--- src/rtl/spi_word_rx.sv ---
// SPI slave word receiver.
// Oversamples sclk/mosi/ncs in the clk domain and assembles WIDTH-bit MSB-first
// frames. It gives a one-cycle valid pulse per good frame and a one-cycle
// frameErr pulse per malformed frame (short, stalled or overrun).
// Pipeline: synchronizers -> registered edge detect -> FSM -> registered outputs.
module spi_word_rx #(
    parameter int WIDTH       = 10,
    parameter int SYNC_STAGES = 2,
    parameter int TIMEOUT     = 1023
) (
    input  logic             clk,
    input  logic             reset,
    input  logic             sclk,
    input  logic             mosi,
    input  logic             ncs,
    output logic [WIDTH-1:0] word,
    output logic             valid,
    output logic             frameErr,
    output logic             busy,
    output logic [15:0]      frameCount
);

    localparam int CW = $clog2(WIDTH + 1);
    localparam int TW = $clog2(TIMEOUT + 1);
    localparam int SW = $clog2(SYNC_STAGES + 2);

    localparam logic [CW-1:0] LAST_BIT  = CW'(WIDTH - 1);
    localparam logic [TW-1:0] TIMEOUT_C = TW'(TIMEOUT);
    // Synchronizer chain plus the edge-detect flop must hold real samples
    // before ncs may arm a frame; the reset value of ncs is not a real "high".
    localparam logic [SW-1:0] SETTLE_C  = SW'(SYNC_STAGES + 1);

    typedef enum logic [1:0] {
        IDLE  = 2'd0,
        SHIFT = 2'd1,
        FULL  = 2'd2
    } state_t;

    // Synchronizers and edge detection.
    logic [SYNC_STAGES-1:0] sclk_sync_q;
    logic [SYNC_STAGES-1:0] mosi_sync_q;
    logic [SYNC_STAGES-1:0] ncs_sync_q;
    logic                   sclk_prev_q;
    logic                   ncs_prev_q;
    logic [SW-1:0]          settle_q;
    logic                   armed_q;
    logic                   sclk_rise_q;
    logic                   ncs_fall_q;
    logic                   ncs_rise_q;
    logic                   mosi_bit_q;

    logic sclk_s;
    logic mosi_s;
    logic ncs_s;
    logic settled_s;

    // Frame FSM and datapath.
    state_t           state_q,   state_d;
    logic [CW-1:0]    bit_cnt_q, bit_cnt_d;
    logic [WIDTH-1:0] shift_q,   shift_d;
    logic [TW-1:0]    timer_q,   timer_d;
    logic             overrun_q, overrun_d;
    logic [WIDTH-1:0] word_q,    word_d;
    logic             valid_q,   valid_d;
    logic             err_q,     err_d;
    logic [15:0]      count_q,   count_d;
    logic [WIDTH-1:0] shift_new_s;

    assign sclk_s    = sclk_sync_q[SYNC_STAGES-1];
    assign mosi_s    = mosi_sync_q[SYNC_STAGES-1];
    assign ncs_s     = ncs_sync_q[SYNC_STAGES-1];
    assign settled_s = (settle_q == SETTLE_C);

    // Input synchronizers, delayed copies and the settle counter after reset.
    always_ff @(posedge clk or posedge reset) begin
        if (reset) begin
            sclk_sync_q <= {SYNC_STAGES{1'b0}};
            mosi_sync_q <= {SYNC_STAGES{1'b0}};
            ncs_sync_q  <= {SYNC_STAGES{1'b1}};
            sclk_prev_q <= 1'b0;
            ncs_prev_q  <= 1'b1;
            settle_q    <= '0;
        end else begin
            sclk_sync_q <= {sclk_sync_q[SYNC_STAGES-2:0], sclk};
            mosi_sync_q <= {mosi_sync_q[SYNC_STAGES-2:0], mosi};
            ncs_sync_q  <= {ncs_sync_q[SYNC_STAGES-2:0], ncs};
            sclk_prev_q <= sclk_s;
            ncs_prev_q  <= ncs_s;
            if (!settled_s) begin
                settle_q <= settle_q + SW'(1);
            end else begin
                settle_q <= settle_q;
            end
        end
    end

    // Registered edge strobes, the data bit aligned with them, and arming.
    always_ff @(posedge clk or posedge reset) begin
        if (reset) begin
            sclk_rise_q <= 1'b0;
            ncs_fall_q  <= 1'b0;
            ncs_rise_q  <= 1'b0;
            mosi_bit_q  <= 1'b0;
            armed_q     <= 1'b0;
        end else begin
            sclk_rise_q <= sclk_s & ~sclk_prev_q;
            ncs_fall_q  <= ~ncs_s & ncs_prev_q;
            ncs_rise_q  <= ncs_s & ~ncs_prev_q;
            mosi_bit_q  <= mosi_s;
            armed_q     <= armed_q | (ncs_s & settled_s);
        end
    end

    assign shift_new_s = {shift_q[WIDTH-2:0], mosi_bit_q};

    // Next-state and datapath logic; an sclk edge is handled before an ncs
    // rise in the same cycle, and an ncs rise beats the stall timeout.
    always_comb begin
        state_d   = state_q;
        bit_cnt_d = bit_cnt_q;
        shift_d   = shift_q;
        timer_d   = timer_q;
        overrun_d = overrun_q;
        word_d    = word_q;
        valid_d   = 1'b0;
        err_d     = 1'b0;
        count_d   = count_q;
        case (state_q)
            IDLE: begin
                overrun_d = 1'b0;
                if (ncs_fall_q && armed_q) begin
                    state_d   = SHIFT;
                    bit_cnt_d = '0;
                    timer_d   = '0;
                end else begin
                    state_d = IDLE;
                end
            end
            SHIFT: begin
                if (sclk_rise_q) begin
                    shift_d   = shift_new_s;
                    bit_cnt_d = bit_cnt_q + CW'(1);
                    timer_d   = '0;
                    if (bit_cnt_q == LAST_BIT) begin
                        word_d  = shift_new_s;
                        valid_d = 1'b1;
                        count_d = count_q + 16'd1;
                        state_d = ncs_rise_q ? IDLE : FULL;
                    end else if (ncs_rise_q) begin
                        err_d   = 1'b1;
                        state_d = IDLE;
                    end else begin
                        state_d = SHIFT;
                    end
                end else if (ncs_rise_q) begin
                    err_d   = 1'b1;
                    state_d = IDLE;
                end else if (timer_q == TIMEOUT_C) begin
                    err_d   = 1'b1;
                    state_d = FULL;
                end else begin
                    timer_d = timer_q + TW'(1);
                end
            end
            FULL: begin
                if (ncs_rise_q) begin
                    err_d     = overrun_q | sclk_rise_q;
                    overrun_d = 1'b0;
                    state_d   = IDLE;
                end else if (sclk_rise_q) begin
                    overrun_d = 1'b1;
                end else begin
                    overrun_d = overrun_q;
                end
            end
            default: begin
                state_d   = IDLE;
                overrun_d = 1'b0;
            end
        endcase
    end

    // FSM state and datapath registers.
    always_ff @(posedge clk or posedge reset) begin
        if (reset) begin
            state_q   <= IDLE;
            bit_cnt_q <= '0;
            shift_q   <= '0;
            timer_q   <= '0;
            overrun_q <= 1'b0;
            word_q    <= '0;
            valid_q   <= 1'b0;
            err_q     <= 1'b0;
            count_q   <= 16'd0;
        end else begin
            state_q   <= state_d;
            bit_cnt_q <= bit_cnt_d;
            shift_q   <= shift_d;
            timer_q   <= timer_d;
            overrun_q <= overrun_d;
            word_q    <= word_d;
            valid_q   <= valid_d;
            err_q     <= err_d;
            count_q   <= count_d;
        end
    end

    // Output register stage; word and valid move together.
    always_ff @(posedge clk or posedge reset) begin
        if (reset) begin
            word       <= '0;
            valid      <= 1'b0;
            frameErr   <= 1'b0;
            busy       <= 1'b0;
            frameCount <= 16'd0;
        end else begin
            word       <= word_q;
            valid      <= valid_q;
            frameErr   <= err_q;
            busy       <= (state_q == SHIFT) || (state_q == FULL);
            frameCount <= count_q;
        end
    end

endmodule

--- config.mk ---
export PLATFORM = sky130hd
export DESIGN_NAME = spi_word_rx
export DESIGN_NICKNAME = d
export VERILOG_FILES = /design/src/rtl/spi_word_rx.sv
export SDC_FILE = /design/constraint.sdc
export NUM_CORES = 1
export LEC_CHECK = 0
export ABC_CLOCK_PERIOD_IN_PS = 4650
export CAP_MARGIN = 20
export CORE_UTILIZATION = 24
export DETAILED_ROUTE_END_ITERATION = 7
export RECOVER_POWER = 25
export SLEW_MARGIN = 30
export SYNTH_ARGS = -nofsm -noshare
export SYNTH_HDL_FRONTEND = slang
export SYNTH_SLANG_ARGS = --single-unit
--- constraint.sdc ---
create_clock -name clk -period 4.65 [get_ports clk]
set_clock_uncertainty 0.2 [all_clocks]
set_input_delay 0.93 -clock clk [delete_from_list [all_inputs] [get_ports clk]]
set_output_delay 0.93 -clock clk [all_outputs]
set_load 0.005 [all_outputs]
# Word-level counts from Yosys, hierarchy flattened
# Index checks and enable logic that the tools add are counted.
# W data, S select, Z words.
[op_classes] addsub=4 n_eq_ne=12 muxes=30 bitwise=10 n_reduce_logical=10
[ops] operator="$mux W10" count=4
[ops] operator="$pmux W10 S2" count=1
[ops] operator="$add A16 B1 Y16 const B" count=1
[ops] operator="$mux W1" count=13
[ops] operator="$mux W2" count=6
[ops] operator="$add A10 B1 Y10 const B" count=1
[ops] operator="$eq A10 B10 Y1 const B" count=1
[ops] operator="$ne A3 B3 Y1 const B" count=3
[ops] operator="$mux W4" count=2
[ops] operator="$pmux W4 S2" count=1
[ops] operator="$ne A2 B2 Y1 const B" count=3
[ops] operator="$pmux W2 S3" count=1
[ops] operator="$reduce_and A2 Y1" count=3
[ops] operator="$reduce_and A3 Y1" count=2
[ops] operator="$add A4 B1 Y4 const B" count=1
[ops] operator="$and A1 B1 Y1" count=4
[ops] operator="$eq A2 B2 Y1 const B" count=2
[ops] operator="$eq A4 B4 Y1 const B" count=1
[ops] operator="$ne A4 B4 Y1 const B" count=1
[ops] operator="$not A1 Y1" count=4
[ops] operator="$pmux W1 S2" count=2
[ops] operator="$reduce_and A4 Y1" count=1
[ops] operator="$add A2 B1 Y2 const B" count=1
[ops] operator="$eq A2 B1 Y1 const B" count=1
[ops] operator="5 further kinds" count=6
[word_totals] register_bits=98 in_bits=5 output_inout_bits=29 word_cells=91

# Longest topological paths before layout
# Gate-level depths: netlist of run 1.
[logic_depth] word_depth=5 ltp_mapped=8 mapped_depth_nobuf=6

# Worst setup path after synthesis of run 1
# OpenSTA, ideal clock, no wires.
[synth_path] path_type="register to register" from="register state_q[1]" to="register count_q[1]" setup_time_ps=125 arrival_ps=1569 t_required_ps=4325 setup_slack_ps=2756 stages_incl_launch_ff=8 path_buffers=2 synth_period_minus_slack_ps=1894 path_cell_list="dfrtp_1 inv_1 ha_1 buf_6 nand2_4 nor2_1 buf_6 mux2_2"
[synth_between] elab_chain_len=2
[synth_lines] element="from (decl)" line="58" rtl="state_t state_q, state_d;"
[synth_lines] element="from (signal assigned)" line="196" rtl="state_q <= state_d;"
[synth_lines] element="$eq A2 B1 Y1" line="128" rtl="case (state_q)"
[synth_lines] element="$reduce_and A3 Y1 (no source line)"
[synth_lines] element="to (signal assigned)" line="204" rtl="count_q <= count_d;"
[synth_lines] element="to (decl)" line="66" rtl="logic [15:0] count_q, count_d;"
# Every way passes these cells.
# A chain may end at the register's enable or synchronous reset.

==> flow_summary_export.csv, run 1 <==
group,metric,value,unit
min_path,hold_end,"mosi_sync_q[1]",
final_layout,antenna_cells,0,
synth,synth_edf_count,0,
clocking,cts_made_buffers,9,
synth,syn_nets,293,
clocking,h-tree-depth,3,
setup_path,critical_path_class,"input port to asynchronous set/reset pin",
floorplan,dieHeight,128,um
setup_path,rr_worst_depth,5,
timing,fin_crit,2.74,ns
final_layout,fin_nets,329,
clocking,cts_num_sinks,98,
synth,syn-mean-instance-area,13.6,um2
synth,yosys.area_share.adder,2.63,%
timing,setup_violations,0,
floorplan,coreArea,15400,um2
clocking,cts-root-buf,"clkbuf_16",
routing,ant_nets,0,
routing,vias,2261,
floorplan,num_io_pins,34,
timing,relSlewSlack,-16.8,%
setup_path,critPathBufInv,3,
synth,synth-simple-area-share,10.9,%
synth,ys_types,46,
synth,syn_area,3810,um2
power_and_ir_drop,combPwrFrac,12.6,%
setup_path,start_kind,"input port",
floorplan,start_util,24.8,%
setup_path,path_cells,"dlygate4sd3_1 -> clkinvlp_4 -> buf_4",
floorplan,row_count,45,
power_and_ir_drop,p_per_area,437,nW/um2
synth,synthArstFlopShare,100,%
timing,finalCritPeriodShare,59.0,%
power_and_ir_drop,totalPowerFinal,2050,uW
clocking,cts_tree,"built",
global_routing,groute.usage.overall,9.00,%
clocking,cts-resized-gates,0,
setup_path,rrSetupSlack,2.01,ns
routing,viasPerCell,4.25,
setup_path,timing.critical_path.depth,3,
run_status,status,"complete, but fails checks",
place,io_buffers,33,
global_routing,antenna_found_initial,0,
global_routing,grt_pass1_vias,2270,
power_and_ir_drop,p_leak,0.00213,uW
routing,drcViolationCount,0,
timing,setup_tns,0,ns
synth,synth_top_family_by_area,"simple AND/OR/NAND/NOR gates",
global_routing,grt_overflow_total,0,
run,maxCapViolations,1,
synth,synthCells,280,
timing,tightest_slew,1.75,ns
min_path,min_path_type,"flip-flop to flip-flop",
synth,synth_mux_area_share,7.36,%
setup_path,endpoint_kind,"asynchronous set/reset pin",
synth,synth_xor_area_share,3.68,%
synth,yosysWarnings,0,
min_path,min_path_cells,0,
power_and_ir_drop,internal_power,1550,uW
clocking,cts_setup_buffers,0,
routing,drt_pass1_iterations,4,
routing,first_iter_violations,72,
timing,drv_slew,87,
timing,hold_viol,0,
setup_path,cp_top_family,"buffers and inverters",
setup_path,crit_path_top_delay_cell,"clkinvlp_4",
timing,max_freq,0.365,GHz
synth,yosysSeqAreaShare,64.5,%
setup_path,crit_required,4.98,ns
setup_path,crit_fanout,86,
final_layout,drive_gt1_share,16.5,%
clocking,holdBufCountCts,0,
power_and_ir_drop,swShare,24.3,%
synth,synth_compound_area_share,7.72,%
timing,rsz0062_at_grt,"false",
routing,wirelength,6730,um
setup_path,r2r_start,"state_q[1]",
global_routing,grt_pass1_wl,11500,um
min_path,min-delay-start,"mosi_sync_q[0]",
power_and_ir_drop,power_frac_seq,46.2,%
clocking,worstSkewPairLatency,0.33,ns
run_status,violations,"max-capacitance violations, max-slew violations",
power_and_ir_drop,power.share.clock,41.2,%
setup_path,cp.arrival,3.07,ns
final_layout,syn_to_final_growth,23.2,%
power_and_ir_drop,irDropWorstVdd,0.219,mV
synth,synth-seq-cells,98,
power_and_ir_drop,power.switching,498,uW
floorplan,die_w,128,um
place,routabilityCongestion,0.738,
place,dp_hpwl,4560,um
floorplan,die-area,16400,um2
global_routing,grt_max_degree,87,
setup_path,crit-reg2reg-capture,"word_q[2]",
routing,wl_per_cell,12.7,um
synth,ys.flop_type,"dfrtp_1",
clocking,max-clock-path-buffers,2,
setup_path,cpPeakStageDelay,1.11,ns
clocking,clk_pin_slew,0.06,ns
==> metrics by stage <==
step	area [um2]	hold slack (ns)	utilization, %	instances	setup WS (ns)
5_1_grt	4690	0.155	30.5	532	1.60
4_1_cts	4700	0.149	30.6	532	2.25
6_report	4690	0.148	30.5	532	1.91
2_1_floorplan	3810	0.131	-	280	0.963
3_5_place_dp	4350	0.135	28.3	516	2.24
3_3_place_gp	4340	0.133	28.3	516	2.02
==> worst max-delay path by stage <==
stage / startpoint / to / slack (ns)
2_1_floorplan: reset / armed_q / 0.96
3_3_place_gp: state_q[1] / word_q[0] / 2.02
3_5_place_dp: reset / timer_q[4] / 2.24
4_1_cts: state_q[1] / count_q[1] / 2.25
5_1_grt: reset / timer_q[2] / 1.60
6_report: reset / timer_q[2] / 1.91
==> area by class of cell <==
cell class / count / area [um2]
multi-input cells: 159 / 1230
flip-flops and latches: 98 / 2460
well taps: 211 / 264
clock buffers: 10 / 239
inverters: 14 / 56.3
clock inverters: 6 / 111
fillers: 1518 / 10700
repair buffers: 34 / 338
==> cells by family after synthesis <==
kind of cell,Yosys count
mux,25
fa+ha+maj,8
buf+inv,23
compound gates,42
flops,98
simple gates,68
xor+xnor,16
==> registers in the layout, indices dropped and copies added (netlist names), 2 cells and up <==
| name | flops |
|---|---|
| state_q | 2 |
| bit_cnt_q | 4 |
| mosi_sync_q | 2 |
| frameCount | 16 |
| count_q | 16 |
| ncs_sync_q | 2 |
| word_q | 10 |
| settle_q | 2 |
| word | 10 |
| timer_q | 10 |
| shift_q | 9 |
| sclk_sync_q | 2 |
==> power groups by stage <==
stage | clock network, uW | registers, uW | logic (uW)
2_1_floorplan | 0 | 949 | 217
3_3_place_gp | 0 | 960 | 256
3_5_place_dp | 0 | 962 | 264
4_1_cts | 870 | 946 | 265
5_1_grt | 906 | 954 | 288
6_report | 845 | 946 | 258
==> layer usage <==
layer  up-vias  track usage (%)  wire (um)
met5         -                0          0
li1       1058                -          -
met4         0             3.53         59
met2        58             14.3       3340
met3         7             2.55        258
met1      1138             11.6       3070
==> worst reg2reg max path: stages, from the launching register on <==
cell,delay [ns]
dfrtp_1,0.40
inv_1,0.09
ha_1,0.31
nand2_1,0.41
nor2_2,0.71
mux2_2,0.41
==> placed cells by master, fill, tap and decap left out, types with 7 or more instances in the layout <==
master           synthesis  layout
nand2_1                 11      12
nand4_1                 11      11
nor2_1                   8       7
dfrtp_1                 95      95
nand3_1                 11      11
xnor2_1                 14      14
a31oi_1                  7       7
clkdlybuf4s50_1          0      29
ha_1                     8       8
o21ai_0                  7       7
inv_1                   14      13
mux2_2                  24      24
clkbuf_16                0       9
==> cell usage after synthesis, drive strengths merged (8+ instances only) <==
master,number,share of area [%]
dfrtp,95,62
mux2,24,7.1
inv,14,1.4
xnor2,14,3.2
nand2,12,1.4
nand3,11,1.4
nand4,11,1.8
buf,8,1.7
ha,8,2.6
nor2,8,0.79
o21ai,8,1.1
No activity file was read; power rests on OpenSTA's default activity.
==> run 2: changes to the inputs <==
Settings changed: ABC_CLOCK_PERIOD_IN_PS 4650 to 2400.
Clock period 4.65 ns to 2.4 ns, I/O delays scaled along.
==> run 2 against run 1 <==
The run now ends clean. Core utilization down 0.090 points. Sequential power up 93%. First-iteration DRC count up 29%. Largest power group unchanged. Highest routed layer unchanged.
==> flow_summary_export.csv, run 2 (same netlist as run 1, synthesis figures left out) <==
group,metric,value,unit
run_status,status,"finished clean",
min_path,min_path_type,"flip-flop to flip-flop",
global_routing,antenna_found_initial,0,
floorplan,num_io_pins,34,
setup_path,cp_top_family,"simple AND/OR/NAND/NOR gates",
clocking,holdBufCountCts,0,
place,placed_cells_incl_taps,520,
final_layout,drive_gt1_share,17.5,%
timing,max_freq,0.458,GHz
power_and_ir_drop,p_leak,0.00213,uW
clocking,cts_made_buffers,9,
timing,tightest_slew,1.28,ns
routing,ant_nets,0,
min_path,min_path_cells,0,
final_layout,final_cell_mix,"95 x dfrtp_1, 30 x clkdlybuf4s50_1, 24 x mux2_2",
clocking,max-clock-path-buffers,2,
timing,rsz0062_at_grt,"false",
floorplan,die_w,128,um
setup_path,cp.arrival,2.20,ns
global_routing,groute.usage.overall,8.63,%
clocking,cts-root-buf,"clkbuf_16",
clocking,cts_tree,"built",
routing,first_iter_violations,93,
routing,route.met3.wl,197,um
power_and_ir_drop,irDropWorstVdd,0.362,mV
global_routing,grt_max_degree,99,
setup_path,crit-reg2reg-capture,"count_q[11]",
setup_path,endpoint_kind,"flip-flop",
final_layout,multi_input_area,1230,um2
setup_path,cp-endpoint,"count_q[11]",
power_and_ir_drop,totalPowerFinal,3800,uW
setup_path,critPathBufInv,1,
timing,hold_viol,0,
final_layout,final_area,4680,um2
routing,dr_wl_met2,3140,um
timing,fin_crit,2.18,ns
final_layout,reg.largest.list,"count_q x16, frameCount x16",
floorplan,dieHeight,128,um
clocking,h-tree-depth,3,
clocking,cts-resized-gates,0,
final_layout,antenna_cells,0,
setup_path,crit_path_top_delay_cell,"nor4_4",
final_layout,fill_cells,1535,
routing,highest_layer,"met4",
clocking,worstSkewPairLatency,0.33,ns
floorplan,start_util,24.8,%
floorplan,row_count,45,
timing,drv_slew,0,
timing,relSlewSlack,14.7,%
floorplan,coreArea,15400,um2
floorplan,die-area,16400,um2
clocking,cts_setup_buffers,0,
setup_path,rrSetupSlack,0.22,ns
final_layout,seq_area,2460,um2
routing,drt_pass1_iterations,4,
setup_path,critical_path_class,"flip-flop to flip-flop",
setup_path,cpPeakStageDelay,0.49,ns
routing,viasPerCell,4.16,
final_layout,layout_commonest_cell,"dfrtp_1",
routing,met1Wirelength,3100,um
place,routabilityCongestion,0.789,
global_routing,grt_pass1_vias,2267,
routing,wl_per_cell,12.2,um
routing,vias,2231,
setup_path,rr_worst_depth,6,
setup_path,r2r_start,"state_q[1]",
setup_path,timing.critical_path.depth,6,
timing,setup_tns,0,ns
setup_path,crit_required,2.42,ns
final_layout,fin_nets,333,
routing,drcViolationCount,0,
power_and_ir_drop,p_per_area,812,nW/um2
global_routing,grt_pass1_wl,11100,um
clocking,cts_num_sinks,98,
clocking,clk_pin_slew,0.07,ns
timing,finalCritPeriodShare,91.0,%
global_routing,grt_overflow_total,0,
place,dp_hpwl,4400,um
final_layout,instances_no_fill,536,
final_layout,syn_to_final_growth,22.8,%
routing,wirelength,6520,um
setup_path,path_cells,"inv_1 -> ha_1 -> nand2_4 -> nor4_4 -> nand4_1 -> xnor2_1",
setup_path,start_kind,"flip-flop",
run,maxCapViolations,0,
place,place_area,4390,um2
setup_path,worstSetupStartpoint,"state_q[1]",
setup_path,crit_fanout,12,
timing,setup_violations,0,
place,io_buffers,33,
[run 2: area by class of cell]
type | count | area share (%)
tap | 211 | 5.64
clock buffer | 9 | 4.82
multi-input combinational | 159 | 26.3
clock inverter | 7 | 1.63
timing repair buffer | 38 | 7.87
sequential | 98 | 52.5
inverter | 14 | 1.20
[run 2: per-stage QoR]
step                setup slack [ns]  hold WS, ns  util, %
global route                  0.0507        0.153     30.4
CTS                            0.201        0.149     30.5
finish                         0.217        0.143     30.4
detailed placement             0.217        0.135     28.5
floorplan                      0.506        0.131        -
global placement               0.299        0.132     28.5
[run 2: metal layers]
layer,global-route usage (%),vias up
met1,11.1,1114
met2,13.8,44
li1,-,1066
met3,2.38,7
met4,3.25,0
met5,0,-
[run 2: worst min path at each step]
stage | start | endpoint | slack, ns
finish | mosi_sync_q[1] | mosi_bit_q | 0.14
global route | sclk_sync_q[0] | sclk_sync_q[1] | 0.15
CTS | mosi_sync_q[1] | mosi_bit_q | 0.15
detailed placement | mosi_sync_q[0] | mosi_sync_q[1] | 0.13
global placement | mosi_sync_q[0] | mosi_sync_q[1] | 0.13
floorplan | err_q | frameErr | 0.13
[run 2: report_power, final]
part / total (uW) / internal (uW) / switching (uW)
registers: 1830 / 1750 / 77.4
logic: 533 / 225 / 309
clock network: 1430 / 815 / 620
